### src/rtl/modbus_frame_ctrl_if.sv
// Byte-receiver handshake and frame-result bus between rx_module, the frame
// controller and LED_Display.
interface modbus_frame_ctrl_if;
  logic        RX_Done_Sig;
  logic [7:0]  RX_Data;
  logic        RX_En_Sig;
  logic        Frame_Done;
  logic        Frame_Ok;
  logic [1:0]  Err_Code;
  logic [39:0] Frame_Data;
  logic [7:0]  Frame_Cnt;
  logic [7:0]  Disp_Data;

  modport slave (
    input  RX_Done_Sig, RX_Data,
    output RX_En_Sig, Frame_Done, Frame_Ok, Err_Code, Frame_Data, Frame_Cnt, Disp_Data
  );

  modport master (
    output RX_Done_Sig, RX_Data,
    input  RX_En_Sig, Frame_Done, Frame_Ok, Err_Code, Frame_Data, Frame_Cnt, Disp_Data
  );
endinterface

### src/rtl/modbus_frame_ctrl.sv
// Modbus RTU frame assembler: bit-serial CRC-16/Modbus, inter-byte gap timeout,
// slave-address filter, and publication of the last good frame.
module modbus_frame_ctrl #(
  parameter int unsigned FRAME_LEN  = 7,
  parameter int unsigned GAP_CYCLES = 175000,
  parameter logic [7:0]  SLAVE_ADDR = 8'h01
) (
  input  logic               CLK,
  input  logic               RST,
  modbus_frame_ctrl_if.slave bus
);

  localparam int unsigned GAP_W    = $clog2(GAP_CYCLES + 1);
  localparam int unsigned HDR_LEN  = FRAME_LEN - 2;
  localparam logic [15:0] CRC_INIT = 16'hFFFF;
  localparam logic [15:0] CRC_POLY = 16'hA001;

  typedef enum logic [2:0] {S_IDLE, S_WAIT, S_CRC, S_CHECK, S_REPORT} state_t;

  state_t             state, state_nx;
  logic [7:0]         byte_q, byte_q_nx;
  logic [15:0]        crc, crc_nx;
  logic [2:0]         bit_cnt, bit_cnt_nx;
  logic [2:0]         byte_cnt, byte_cnt_nx;
  logic [GAP_W-1:0]   gap_cnt, gap_cnt_nx;
  logic [39:0]        frame_sr, frame_sr_nx;
  logic               rx_en, rx_en_nx;
  logic               frame_done, frame_done_nx;
  logic               frame_ok, frame_ok_nx;
  logic [1:0]         err_code, err_code_nx;
  logic [39:0]        frame_data, frame_data_nx;
  logic [7:0]         frame_cnt, frame_cnt_nx;
  logic [7:0]         disp_data, disp_data_nx;

  logic               accept, timeout, last_bit, more_bytes, store_byte, addr_ok;
  logic [15:0]        crc_in, crc_step;

  assign accept     = (state == S_WAIT) && bus.RX_Done_Sig;
  assign timeout    = (state == S_WAIT) && !bus.RX_Done_Sig && (byte_cnt != 3'd0)
                      && (gap_cnt == GAP_W'(GAP_CYCLES - 1));
  assign last_bit   = (bit_cnt == 3'd7);
  assign more_bytes = (32'(byte_cnt) + 32'd1) < FRAME_LEN;
  assign store_byte = 32'(byte_cnt) < HDR_LEN;
  assign addr_ok    = (frame_sr[39:32] == SLAVE_ADDR) || (frame_sr[39:32] == 8'h00);

  // The byte is folded into the CRC on the first of its eight bit steps.
  assign crc_in   = (bit_cnt == 3'd0) ? (crc ^ {8'h00, byte_q}) : crc;
  assign crc_step = crc_in[0] ? ((crc_in >> 1) ^ CRC_POLY) : (crc_in >> 1);

  // State register
  always_ff @(posedge CLK or posedge RST) begin
    if (RST) state <= S_IDLE;
    else     state <= state_nx;
  end

  // Next-state logic
  always_comb begin
    state_nx = state;
    case (state)
      S_IDLE:   state_nx = S_WAIT;
      S_WAIT:   if (accept)       state_nx = S_CRC;
                else if (timeout) state_nx = S_REPORT;
      S_CRC:    if (last_bit)     state_nx = more_bytes ? S_WAIT : S_CHECK;
      S_CHECK:  state_nx = S_REPORT;
      S_REPORT: state_nx = S_IDLE;
      default:  state_nx = S_IDLE;
    endcase
  end

  // Output and datapath next values
  always_comb begin
    byte_q_nx     = byte_q;
    crc_nx        = crc;
    bit_cnt_nx    = bit_cnt;
    byte_cnt_nx   = byte_cnt;
    gap_cnt_nx    = gap_cnt;
    frame_sr_nx   = frame_sr;
    frame_done_nx = 1'b0;
    frame_ok_nx   = frame_ok;
    err_code_nx   = err_code;
    frame_data_nx = frame_data;
    frame_cnt_nx  = frame_cnt;
    disp_data_nx  = disp_data;
    rx_en_nx      = (state_nx == S_IDLE) || (state_nx == S_WAIT);

    case (state)
      S_WAIT: begin
        // The accepting cycle is the first cycle of the new silent interval.
        if (accept) begin
          byte_q_nx  = bus.RX_Data;
          gap_cnt_nx = GAP_W'(1);
        end else if (byte_cnt != 3'd0) begin
          gap_cnt_nx = gap_cnt + GAP_W'(1);
        end
        if (timeout) begin
          frame_done_nx = 1'b1;
          frame_ok_nx   = 1'b0;
          err_code_nx   = 2'b10;
        end
      end
      S_CRC: begin
        crc_nx     = crc_step;
        bit_cnt_nx = bit_cnt + 3'd1;
        gap_cnt_nx = gap_cnt + GAP_W'(1);
        if ((bit_cnt == 3'd0) && store_byte) frame_sr_nx = {frame_sr[31:0], byte_q};
        if (last_bit && more_bytes)          byte_cnt_nx = byte_cnt + 3'd1;
      end
      S_CHECK: begin
        frame_done_nx = 1'b1;
        if (crc != 16'h0000) begin
          frame_ok_nx = 1'b0;
          err_code_nx = 2'b01;
        end else if (!addr_ok) begin
          frame_ok_nx = 1'b0;
          err_code_nx = 2'b11;
        end else begin
          frame_ok_nx   = 1'b1;
          err_code_nx   = 2'b00;
          frame_data_nx = frame_sr;
          disp_data_nx  = frame_sr[7:0];
          frame_cnt_nx  = frame_cnt + 8'd1;
        end
      end
      S_REPORT: begin
        crc_nx      = CRC_INIT;
        bit_cnt_nx  = 3'd0;
        byte_cnt_nx = 3'd0;
        gap_cnt_nx  = '0;
      end
      default: ;
    endcase
  end

  // Datapath and output registers
  always_ff @(posedge CLK or posedge RST) begin
    if (RST) begin
      byte_q     <= 8'h00;
      crc        <= CRC_INIT;
      bit_cnt    <= 3'd0;
      byte_cnt   <= 3'd0;
      gap_cnt    <= '0;
      frame_sr   <= 40'h0;
      rx_en      <= 1'b0;
      frame_done <= 1'b0;
      frame_ok   <= 1'b0;
      err_code   <= 2'b00;
      frame_data <= 40'h0;
      frame_cnt  <= 8'h00;
      disp_data  <= 8'h00;
    end else begin
      byte_q     <= byte_q_nx;
      crc        <= crc_nx;
      bit_cnt    <= bit_cnt_nx;
      byte_cnt   <= byte_cnt_nx;
      gap_cnt    <= gap_cnt_nx;
      frame_sr   <= frame_sr_nx;
      rx_en      <= rx_en_nx;
      frame_done <= frame_done_nx;
      frame_ok   <= frame_ok_nx;
      err_code   <= err_code_nx;
      frame_data <= frame_data_nx;
      frame_cnt  <= frame_cnt_nx;
      disp_data  <= disp_data_nx;
    end
  end

  assign bus.RX_En_Sig  = rx_en;
  assign bus.Frame_Done = frame_done;
  assign bus.Frame_Ok   = frame_ok;
  assign bus.Err_Code   = err_code;
  assign bus.Frame_Data = frame_data;
  assign bus.Frame_Cnt  = frame_cnt;
  assign bus.Disp_Data  = disp_data;

endmodule

### src/flat_wrapper.sv
// flat-port wrapper written by rule: the top's interface ports become plain ports
module modbus_frame_ctrl_flat 
#(
  parameter int unsigned FRAME_LEN  = 7,
  parameter int unsigned GAP_CYCLES = 175000,
  parameter logic [7:0]  SLAVE_ADDR = 8'h01
)
  (CLK, RST, bus_RX_Done_Sig, bus_RX_Data, bus_RX_En_Sig, bus_Frame_Done, bus_Frame_Ok, bus_Err_Code, bus_Frame_Data, bus_Frame_Cnt, bus_Disp_Data);
  modbus_frame_ctrl_if bus_i ();
  input  logic CLK;
  input  logic RST;
  input wire logic [$bits(bus_i.RX_Done_Sig)-1:0] bus_RX_Done_Sig;
  input wire logic [$bits(bus_i.RX_Data)-1:0] bus_RX_Data;
  output wire logic [$bits(bus_i.RX_En_Sig)-1:0] bus_RX_En_Sig;
  output wire logic [$bits(bus_i.Frame_Done)-1:0] bus_Frame_Done;
  output wire logic [$bits(bus_i.Frame_Ok)-1:0] bus_Frame_Ok;
  output wire logic [$bits(bus_i.Err_Code)-1:0] bus_Err_Code;
  output wire logic [$bits(bus_i.Frame_Data)-1:0] bus_Frame_Data;
  output wire logic [$bits(bus_i.Frame_Cnt)-1:0] bus_Frame_Cnt;
  output wire logic [$bits(bus_i.Disp_Data)-1:0] bus_Disp_Data;
  assign bus_i.RX_Done_Sig = bus_RX_Done_Sig;
  assign bus_i.RX_Data = bus_RX_Data;
  assign bus_RX_En_Sig = bus_i.RX_En_Sig;
  assign bus_Frame_Done = bus_i.Frame_Done;
  assign bus_Frame_Ok = bus_i.Frame_Ok;
  assign bus_Err_Code = bus_i.Err_Code;
  assign bus_Frame_Data = bus_i.Frame_Data;
  assign bus_Frame_Cnt = bus_i.Frame_Cnt;
  assign bus_Disp_Data = bus_i.Disp_Data;
  modbus_frame_ctrl #(.FRAME_LEN(FRAME_LEN), .GAP_CYCLES(GAP_CYCLES), .SLAVE_ADDR(SLAVE_ADDR)) u_core (.CLK(CLK), .RST(RST), .bus(bus_i));
endmodule
### config.mk
export PLATFORM = sky130hd
export DESIGN_NAME = modbus_frame_ctrl_flat
export DESIGN_NICKNAME = d
export VERILOG_FILES = /design/src/rtl/modbus_frame_ctrl_if.sv /design/src/rtl/modbus_frame_ctrl.sv /design/src/flat_wrapper.sv
export SDC_FILE = /design/constraint.sdc
export NUM_CORES = 1
export LEC_CHECK = 0
export BUFFER_PORTS_ARGS = -buffer_cell sky130_fd_sc_hd__buf_2
export CAP_MARGIN = 20
export CORE_ASPECT_RATIO = 0.5
export CORE_MARGIN = 2
export CORE_UTILIZATION = 35
export DETAILED_ROUTE_END_ITERATION = 12
export HOLD_SLACK_MARGIN = 0.05
export PLACE_DENSITY_LB_ADDON = 0.05
export SYNTH_ARGS = -nofsm -noshare
export SYNTH_HDL_FRONTEND = slang
export SYNTH_SLANG_ARGS = --single-unit
### constraint.sdc
create_clock -name CLK -period 4 [get_ports CLK]
set_clock_uncertainty 0.1 [all_clocks]
set_input_delay 0.2 -clock CLK [delete_from_list [all_inputs] [get_ports CLK]]
set_output_delay 0.2 -clock CLK [all_outputs]
set_load 0.01 [all_outputs]
# Yosys cells after proc, flatten, opt, wreduce, memory -nomap -nowiden
# Index checks and enable logic that the tools add are counted.
dict set report totals {
  reg_bits 152
  in_bits 11
  out_inout_bits 61
  elab_cells 83
}
dict set report op_classes {
  n_addsub 5
  magnitude_cmp 2
  eq_ne 11
  mux 24
  n_bitwise 3
  reduce_logical 24
}
# operator count
set op_table {}
lappend op_table {{18-bit one-hot mux with 3 select lines} 1}
lappend op_table {{18-bit 2-to-1 mux} 2}
lappend op_table {{32-bit by 3-bit less-than comparator with 1-bit output (second input constant)} 1}
lappend op_table {{16-bit 2-to-1 mux} 2}
lappend op_table {{16-bit one-hot mux with 2 select lines} 1}
lappend op_table {{18-bit by 1-bit adder with 18-bit output (second input constant)} 1}
lappend op_table {{18-bit equality test (second input constant)} 1}
lappend op_table {{16-bit nonzero test} 1}
lappend op_table {{16-bit by 8-bit XOR with 16-bit output} 1}
lappend op_table {{3-bit 2-to-1 mux} 4}
lappend op_table {{3-bit one-hot mux with 2 select lines} 2}
lappend op_table {{3-bit one-hot mux with 4 select lines} 1}
lappend op_table {{2-bit AND reduction} 5}
lappend op_table {{3-bit logical NOT} 3}
lappend op_table {{8-bit by 1-bit adder with 8-bit output (second input constant)} 1}
lappend op_table {{8-bit by 1-bit equality test with 1-bit output (second input constant)} 1}
lappend op_table {{8-bit logical NOT} 1}
lappend op_table {{2-bit 2-to-1 mux} 4}
lappend op_table {{3-bit by 1-bit adder with 3-bit output (second input constant)} 2}
lappend op_table {{3-bit by 1-bit equality test with 1-bit output (second input constant)} 2}
lappend op_table {{3-bit by 2-bit equality test with 1-bit output (second input constant)} 2}
lappend op_table {{3-bit equality test (second input constant)} 2}
lappend op_table {{1-bit logical AND} 6}
lappend op_table {{3-bit nonzero test} 2}
lappend op_table {{other kinds (13)} 20}

# Longest topological paths before layout
# Gate-level depths: netlist (run 1).
dict set report logic_depth {
  word_depth 9
  mapped_depth 8
}

# Least setup slack after synthesis (run 1)
# OpenSTA, ideal clock, no wires.
dict set report synth_path {
  path_kind {register to register}
  start {register u_core.byte_cnt[0]}
  end {register u_core.gap_cnt[15]}
  setup_ns 0.128
  arrival_time_ns 1.637
  required_ns 3.772
  slack_ns 2.136
  stages_incl_launch_ff 8
  n_path_buf 0
  synth_period_minus_slack_ns 1.864
  path_cell_list {dfrtp_1 inv_1 ha_1 nand2b_1 o211a_1 o2111ai_1 nor2_1 mux2_1}
}
dict set report synth_between {
  elab_chain_cells 3
}
# element line
set synth_rtl {}
lappend synth_rtl {{start, declared} modbus_frame_ctrl.sv:24} ;# logic [2:0] byte_cnt, byte_cnt_nx;
lappend synth_rtl {{start signal, assigned} modbus_frame_ctrl.sv:154} ;# byte_cnt <= byte_cnt_nx;
lappend synth_rtl {{3-bit nonzero test} modbus_frame_ctrl.sv:92} ;# end else if (byte_cnt != 3'd0) begin
lappend synth_rtl {{3-bit by 2-bit != test with 1-bit output (no line)} --}
lappend synth_rtl {{2-bit AND reduction (no line)} --}
lappend synth_rtl {{end signal, assigned} modbus_frame_ctrl.sv:155} ;# gap_cnt <= gap_cnt_nx;
lappend synth_rtl {{end, declared} modbus_frame_ctrl.sv:25} ;# logic [GAP_W-1:0] gap_cnt, gap_cnt_nx;
# No other way between the ends.
# A chain may end at the register's enable or synchronous reset.

# Worst setup path after layout (run 1)
dict set report layout_path {
  start {register u_core.state[1]}
  end {register u_core.gap_cnt[0]}
}
dict set report layout_between {
  elab_chain_cells 4
}
# element line
set layout_rtl {}
lappend layout_rtl {{start, declared} modbus_frame_ctrl.sv:20} ;# state_t state, state_nx;
lappend layout_rtl {{start signal, assigned} modbus_frame_ctrl.sv:53} ;# else state <= state_nx;
lappend layout_rtl {{3-bit by 1-bit equality test with 1-bit output} {modbus_frame_ctrl.sv:38, modbus_frame_ctrl.sv:86}}
lappend layout_rtl {{1-bit logical AND} modbus_frame_ctrl.sv:38} ;# assign accept = (state == S_WAIT) && bus.RX_Done_Sig;
lappend layout_rtl {{18-bit 2-to-1 mux / 3-bit by 2-bit != test with 1-bit output (equally long branches)} --}
lappend layout_rtl {{18-bit one-hot mux with 3 select lines / 2-bit AND reduction (equally long branches)} --}
# Parallel ways exist; a longest one is shown, timed or not.

==> results of run 1 <==
critical path, cell delays in order (launching register included):
cell and delay [ns]:
dfrtp_1 0.68, nor3b_4 0.26, buf_4 0.23, a21o_1 0.24, buf_4 0.34, nor2_1 0.14, a221o_1 0.38
path summary, 6_finish.rpt:
check	to	cells past startpoint	slack [ns]	start
worst max-delay path	u_core.gap_cnt[0]	6	1.51	u_core.state[1]
min in group asynchronous	u_core.gap_cnt[3]	4	0.39	RST
max in group asynchronous	u_core.bus.Frame_Data[16]	4	2.74	RST
worst min-delay path	u_core.state[1]	3	0.09	bus_RX_Done_Sig
worst min register to register	u_core.bus.Frame_Data[32]	2	0.36	u_core.bus.Frame_Data[32]
worst max register to register	u_core.gap_cnt[0]	6	1.51	u_core.state[1]
layer usage:
metal	GRT usage [%]	vias up	share of wire, %
li1	-	2043	-
met1	22.2	2088	51
met2	23.8	47	45
met3	4.17	13	2.9
met4	4.40	0	0.78
met5	0	-	0
state kept, by name, indices dropped and copies added (netlist names):
signal / count
u_core.crc: 16
u_core.bit_cnt: 3
u_core.bus.RX_En_Sig: 1
u_core.frame_sr: 40
u_core.byte_cnt: 3
u_core.bus.Frame_Ok: 1
u_core.bus.Frame_Cnt: 8
u_core.bus.Frame_Data: 33
u_core.bus.Disp_Data: 7
u_core.bus.Frame_Done: 1
u_core.gap_cnt: 18
u_core.byte_q: 8
u_core.state: 3
u_core.bus.Err_Code: 2
synthesized netlist by cell type (7+ instances only):
master / n / area (um2)
nand2_1: 132 / 495
buf_2: 12 / 60.1
a21oi_1: 12 / 60.1
xor2_1: 24 / 210
nand3_1: 8 / 40.0
o2111ai_1: 9 / 78.8
o22a_1: 7 / 61.3
and2_1: 9 / 56.3
dfstp_2: 16 / 420
dfrtp_1: 128 / 3200
o21ai_0: 11 / 55.1
inv_1: 10 / 37.5
buf_4: 9 / 67.6
ha_1: 8 / 100
nor2_1: 34 / 128
clkbuf_1: 10 / 37.5
xnor2_1: 7 / 61.3
mux2_2: 47 / 529
and3_1: 7 / 43.8
layout make-up:
cell class | count | area, um2
Clock buffer | 19 | 443
Inverter | 10 | 41.3
Timing Repair Buffer | 87 | 510
Multi-Input combinational cell | 373 | 2380
Sequential cell | 144 | 3620
Fill cell | 1683 | 9930
Tap cell | 234 | 293
Clock inverter | 13 | 175
cell families after synthesis:
| kind of cell | synth area share, % |
|---|---|
| adder cells (fa/ha/maj) | 1.61 |
| multiplexers | 9.06 |
| AND/OR/NAND/NOR | 16.1 |
| AO/OA/AOI/OAI | 7.17 |
| XOR/XNOR | 4.37 |
| buffers and inverters | 3.44 |
| flip-flops | 58.3 |
report_power, final:
part | switching [uW] | internal [uW]
Sequential | 354 | 1850
Combinational | 567 | 512
Clock | 665 | 1010
Total | 1590 | 3370
per-stage QoR:
stage	utilization (%)	instances	total power (uW)	hold WS, ns
5_1_grt	42.9	880	5290	0.101
6_report	42.9	880	4960	0.0875
3_5_place_dp	38.9	839	3330	0.339
3_3_place_gp	38.9	839	3320	0.331
4_1_cts	42.9	880	5040	0.0660
2_1_floorplan	-	559	2980	0.252
repair_timing:
action	4_1_cts	5_1_grt
resized for setup	0	0
hold buffers	9	0
hold endpoints to repair	136	0
==> results.ini, run 1 <==
[status]
outcome = finished, final reports clean

[setup_path]
end_kind = register
arrival_ns = 2.68
critPathMaxFanout = 27
cp.required_ns = 4.19
crit_type = register to register
start_kind = register

[routing]
drc = 0
dr.pass1.iters = 4
vias_per_cell = 4.76
vias = 4191
ant_nets = 0
wl_per_cell_um = 15.5
routed_wl_um = 13600
drt_iter0_drc = 177

[sta]
min_period_ns = 2.49
slew_viol_final = 0
timing.setup.tns_ns = 0
relSlewSlack_pct = 43.1
max_freq_ghz = 0.402
setup_violations = 0
hold_viol_final = 0
fin_crit_sh_pct = 62.2
setup_slack_ns = 1.51
grt_setup_unrepaired = no
worstMarginPinSlew_ns = 0.853

[yosys]
syn_area_um2 = 6220
syn-instance-count = 559
ys_async_sr_fraction_pct = 100
synth_edf_count = 0
syn-num-nets = 578
yosysSeqAreaShare_pct = 58.3
ys_seq_elements = 144
ys_types = 46
avgSynthCellArea_um2 = 11.1
synthFlopType = dfrtp_1
ys_warn_count = 0

[layout]
nets = 652
area_growth_syn_to_layout_pct = 20.2
final_common_cell = nand2_1
layout-drive-gt1-share_pct = 28.2
final_cell_mix = 132 x nand2_1, 128 x dfrtp_1, 71 x buf_2
final_area_um2 = 7470
diodes = 0

[global_routing]
grt_pass1_wl_um = 23100
antenna_found_initial = 0
grt_overflow = 0
grt_max_degree = 145
grt_use_total_pct = 15.7
grt_pass1_vias = 4190

[pwr]
leakagePower_uw = 0.00369
p_per_area_nw_per_um2 = 664
max-vdd-ir-drop_uv = 347

[placed_design]
place_ws_ns = 1.46
dp_hpwl_um = 8830
gp_congestion = 0.749
portBuffers = 71
place_area_um2 = 6760

[clock_tree]
htree_levels = 4
root_buffer = clkbuf_16
cts_tree = done
post-cts-setup-buffer-count = 0
cts_sinks = 144
path_clk_slew_ns = 0.06
cts_buffers = 17
clock_latency_ns = 0.42
cts.path.max_buffers = 2

[floorplanning]
core_area_um2 = 17400
die-area_um2 = 18900
initial_core_util_pct = 35.7
ioPinCount = 72
die_w_um = 192
fp.dieH_um = 98.2
rows = 34

[job]
cap_violations = 0

[hold_path]
hold_class = input port to register

No activity file was read; power rests on OpenSTA's default activity.
==> inputs of run 2 (changes only) <==
--- a/config.mk
+++ b/config.mk
@@ -5,6 +5,7 @@
 export SDC_FILE = /design/constraint.sdc
 export NUM_CORES = 1
 export LEC_CHECK = 0
+export ABC_AREA = 1
 export BUFFER_PORTS_ARGS = -buffer_cell sky130_fd_sc_hd__buf_2
 export CAP_MARGIN = 20
 export CORE_ASPECT_RATIO = 0.5
==> constraint.sdc (replaced) <==
create_clock -name CLK -period 2.4 [get_ports CLK]
set_clock_uncertainty 0.1 [all_clocks]
set_input_delay 0.12 -clock CLK [delete_from_list [all_inputs] [get_ports CLK]]
set_output_delay 0.12 -clock CLK [all_outputs]
set_load 0.01 [all_outputs]
==> results.ini, run 2 <==
[floorplanning]
ioPinCount = 72  ; unchanged
die_w_um = 194  ; +0.78%
die-area_um2 = 19200  ; +1.5%
fp.dieH_um = 99.0  ; +0.76%
rows = 34  ; unchanged
core_area_um2 = 17500  ; +0.73%
initial_core_util_pct = 36.0  ; +0.30 points

[routing]
drc = 0  ; unchanged
drt_iter0_drc = 150  ; -15%
vias = 4591  ; +9.5%
vias_per_cell = 4.41  ; -7.5%
wl_per_cell_um = 13.0  ; -16%
ant_nets = 0  ; unchanged
dr.pass1.iters = 4  ; unchanged
routed_wl_um = 13600  ; -0.23%

[yosys]
syn_area_um2 = 6310  ; +1.6%
synth.area.top_cells = dfrtp_1 51%, nand2_1 10%, o21ai_0 7.4%
yosys.area_share.simple_pct = 17.4  ; +1.4 points
synth_area_leader_cell = dfrtp_1
ys_types = 36  ; -22%
yosysSeqAreaShare_pct = 57.4  ; -0.91 points
synth_xor_area_share_pct = 2.64  ; -1.7 points
synthAdderAreaFrac_pct = 1.59  ; -0.025 points
ys_seq_elements = 144  ; unchanged
synth_compound_area_share_pct = 11.5  ; +4.3 points
synthTopCellsByCount = 169 x nand2_1, 128 x dfrtp_1, 112 x inv_1, 94 x o21ai_0, 47 x nor2_1
synth.mux.area_fraction_pct = 0  ; -9.1 points
ys_warn_count = 0  ; unchanged
syn-instance-count = 716  ; +28%
avgSynthCellArea_um2 = 8.82  ; -21%
synthFlopType = dfrtp_1
synth_edf_count = 0  ; unchanged
synth_top_family_by_area = simple AND/OR/NAND/NOR gates
syn-num-nets = 735  ; +27%
synth.top_cell.area_share_pct = 50.7  ; -0.81 points
synth_most_common_cell = nand2_1
ys_async_sr_fraction_pct = 100  ; unchanged

[global_routing]
grt_pass1_vias = 4574  ; +9.2%
grt_pass1_wl_um = 23400  ; +1.5%
grt_util_met1_pct = 21.5  ; -0.65 points
antenna_found_initial = 0  ; unchanged
grt_max_degree = 81  ; -44%
grt_overflow = 0  ; unchanged
grt.busiest_layer = met2
met3_usage_pct = 3.49  ; -0.68 points
grt_use_total_pct = 15.3  ; -0.37 points
grt_use_met2_pct = 23.4  ; -0.39 points

[setup_path]
end_kind = register
critical_path_cell_count = 8  ; +2
critPathMaxFanout = 5  ; -81%
crit_type = register to register
crit_family = compound AO/OA/AOI/OAI gates
cp_slowest_cell = o21ai_0
cp_num_buf_inv = 2  ; unchanged
arrival_ns = 2.25  ; -0.43 ns
max_stage_delay_ns = 0.48  ; -0.20 ns
start_kind = register
r2r.worst_path.cells = 8  ; +2
crit_chain = inv_1 -> ha_1 -> inv_1 -> nor2_1 -> nor3_1 -> nand2_1 -> o21ai_0 -> o21ai_0
cp.required_ns = 2.58  ; -1.61 ns
r2r_slack_ns = 0.33  ; -1.19 ns

[sta]
fin_crit_sh_pct = 86.4  ; +24 points
hold_viol_final = 0  ; unchanged
worstMarginPinSlew_ns = 0.662  ; -0.191 ns
setup_violations = 0  ; unchanged
relSlewSlack_pct = 55.8  ; +13 points
slew_viol_final = 0  ; unchanged
min_period_ns = 2.07  ; -0.414 ns
timing.setup.tns_ns = 0  ; unchanged
grt_setup_unrepaired = no
max_freq_ghz = 0.482  ; +20%

[pwr]
p_per_area_nw_per_um2 = 1050  ; +59%
leakagePower_uw = 0.00386  ; +4.6%
max-vdd-ir-drop_uv = 523  ; +51%

[clock_tree]
htree_levels = 4  ; unchanged
cts.path.max_buffers = 2  ; unchanged
cts_tree = done
post-cts-setup-buffer-count = 0  ; unchanged
cts_sinks = 144  ; unchanged
cts_buffers = 17  ; unchanged
root_buffer = clkbuf_16
clock_latency_ns = 0.42  ; about the same
path_clk_slew_ns = 0.07  ; about the same

[layout]
final_common_cell = nand2_1
nets = 815  ; +25%
layout-drive-gt1-share_pct = 17.7  ; -10 points
largest_reg_flops = 40  ; unchanged
final_util_pct = 43.5  ; +0.56 points
final_cells = 1042  ; +18%
area_growth_syn_to_layout_pct = 20.7
fillers = 1764  ; +4.8%
final_cell_mix = 169 x nand2_1, 128 x dfrtp_1, 111 x inv_1
diodes = 0  ; unchanged
largest-register = u_core.frame_sr

[status]
outcome = finished, final reports clean

[hold_path]
hold_class = input port to async pin

[job]
cap_violations = 0  ; unchanged

[placed_design]
portBuffers = 71  ; unchanged
dp_hpwl_um = 9160  ; +3.8%
placed_cells = 1001  ; +19%
gp_congestion = 0.767  ; +2.4%

run 2: worst register-to-register path: cells and delay by family, from the launching register on:
kind	cells	cell delay, ns
buffers and inverters	2	0.15
and+or+nand+nor	3	0.47
AOI/OAI and AO/OA	2	0.65
adders and majority gates	1	0.20
DFF	1	0.38
run 2: timing repair:
action / in CTS / in global routing
endpoints found under the hold margin: 81 / 0
gates resized for setup: 0 / 0
hold buffers: 10 / 0
run 2: path summary, 6_finish.rpt:
check                                                from                         to
worst max-delay path                   u_core.byte_cnt[0]     u_core.bus.Err_Code[0]
worst min-delay path                                  RST           u_core.byte_q[0]
worst max register to register         u_core.byte_cnt[0]     u_core.bus.Err_Code[0]
worst min register to register  u_core.bus.Frame_Data[23]  u_core.bus.Frame_Data[23]
max in group asynchronous                             RST        u_core.frame_sr[37]
min in group CLK                           bus_RX_Data[0]           u_core.byte_q[0]
run 2: metal layers:
layer	vias up	part of all wire [%]	routed length, um
met5	-	0	0
met4	0	0.54	74
met2	33	44	5920
li1	2403	-	-
met3	7	2.2	301
met1	2148	54	7290
run 2: through the flow:
stage / worst slack (ns) / hold WS [ns] / area (um2) / total power [uW]
3_5_place_dp: 0.330 / 0.0559 / 6920 / 5330
6_report: 0.327 / 0.146 / 7620 / 8020
4_1_cts: 0.325 / 0.143 / 7620 / 8140
2_1_floorplan: 0.388 / 0.141 / 6320 / 4750
5_1_grt: 0.130 / 0.178 / 7620 / 8630
3_3_place_gp: 0.323 / 0.0477 / 6920 / 5310
run 2: cells by family (layout without fill, tap and decap cells):
family / after synthesis / count (layout)
compound gates: 135 / 135
xor+xnor: 19 / 19
fa+ha+maj: 8 / 8
buf+inv: 145 / 237
flops: 144 / 144
simple gates: 265 / 265
run 2: report_power, final:
part	leakage (uW)	switching [uW]	internal [uW]
logic	0.00168	1310	646
clock network	0.000290	1100	1650
registers	0.00190	295	3020
run 2: area by class of cell:
| class | instances | area [um2] | area share (%) |
|---|---|---|---|
| flip-flops and latches | 144 | 3620 | 47.5 |
| repair buffers | 90 | 561 | 7.35 |
| inverters | 116 | 439 | 5.76 |
| well taps | 234 | 293 | 3.84 |
| clock inverters | 14 | 178 | 2.33 |
| multi-input cells | 427 | 2100 | 27.6 |
| clock buffers | 17 | 425 | 5.58 |
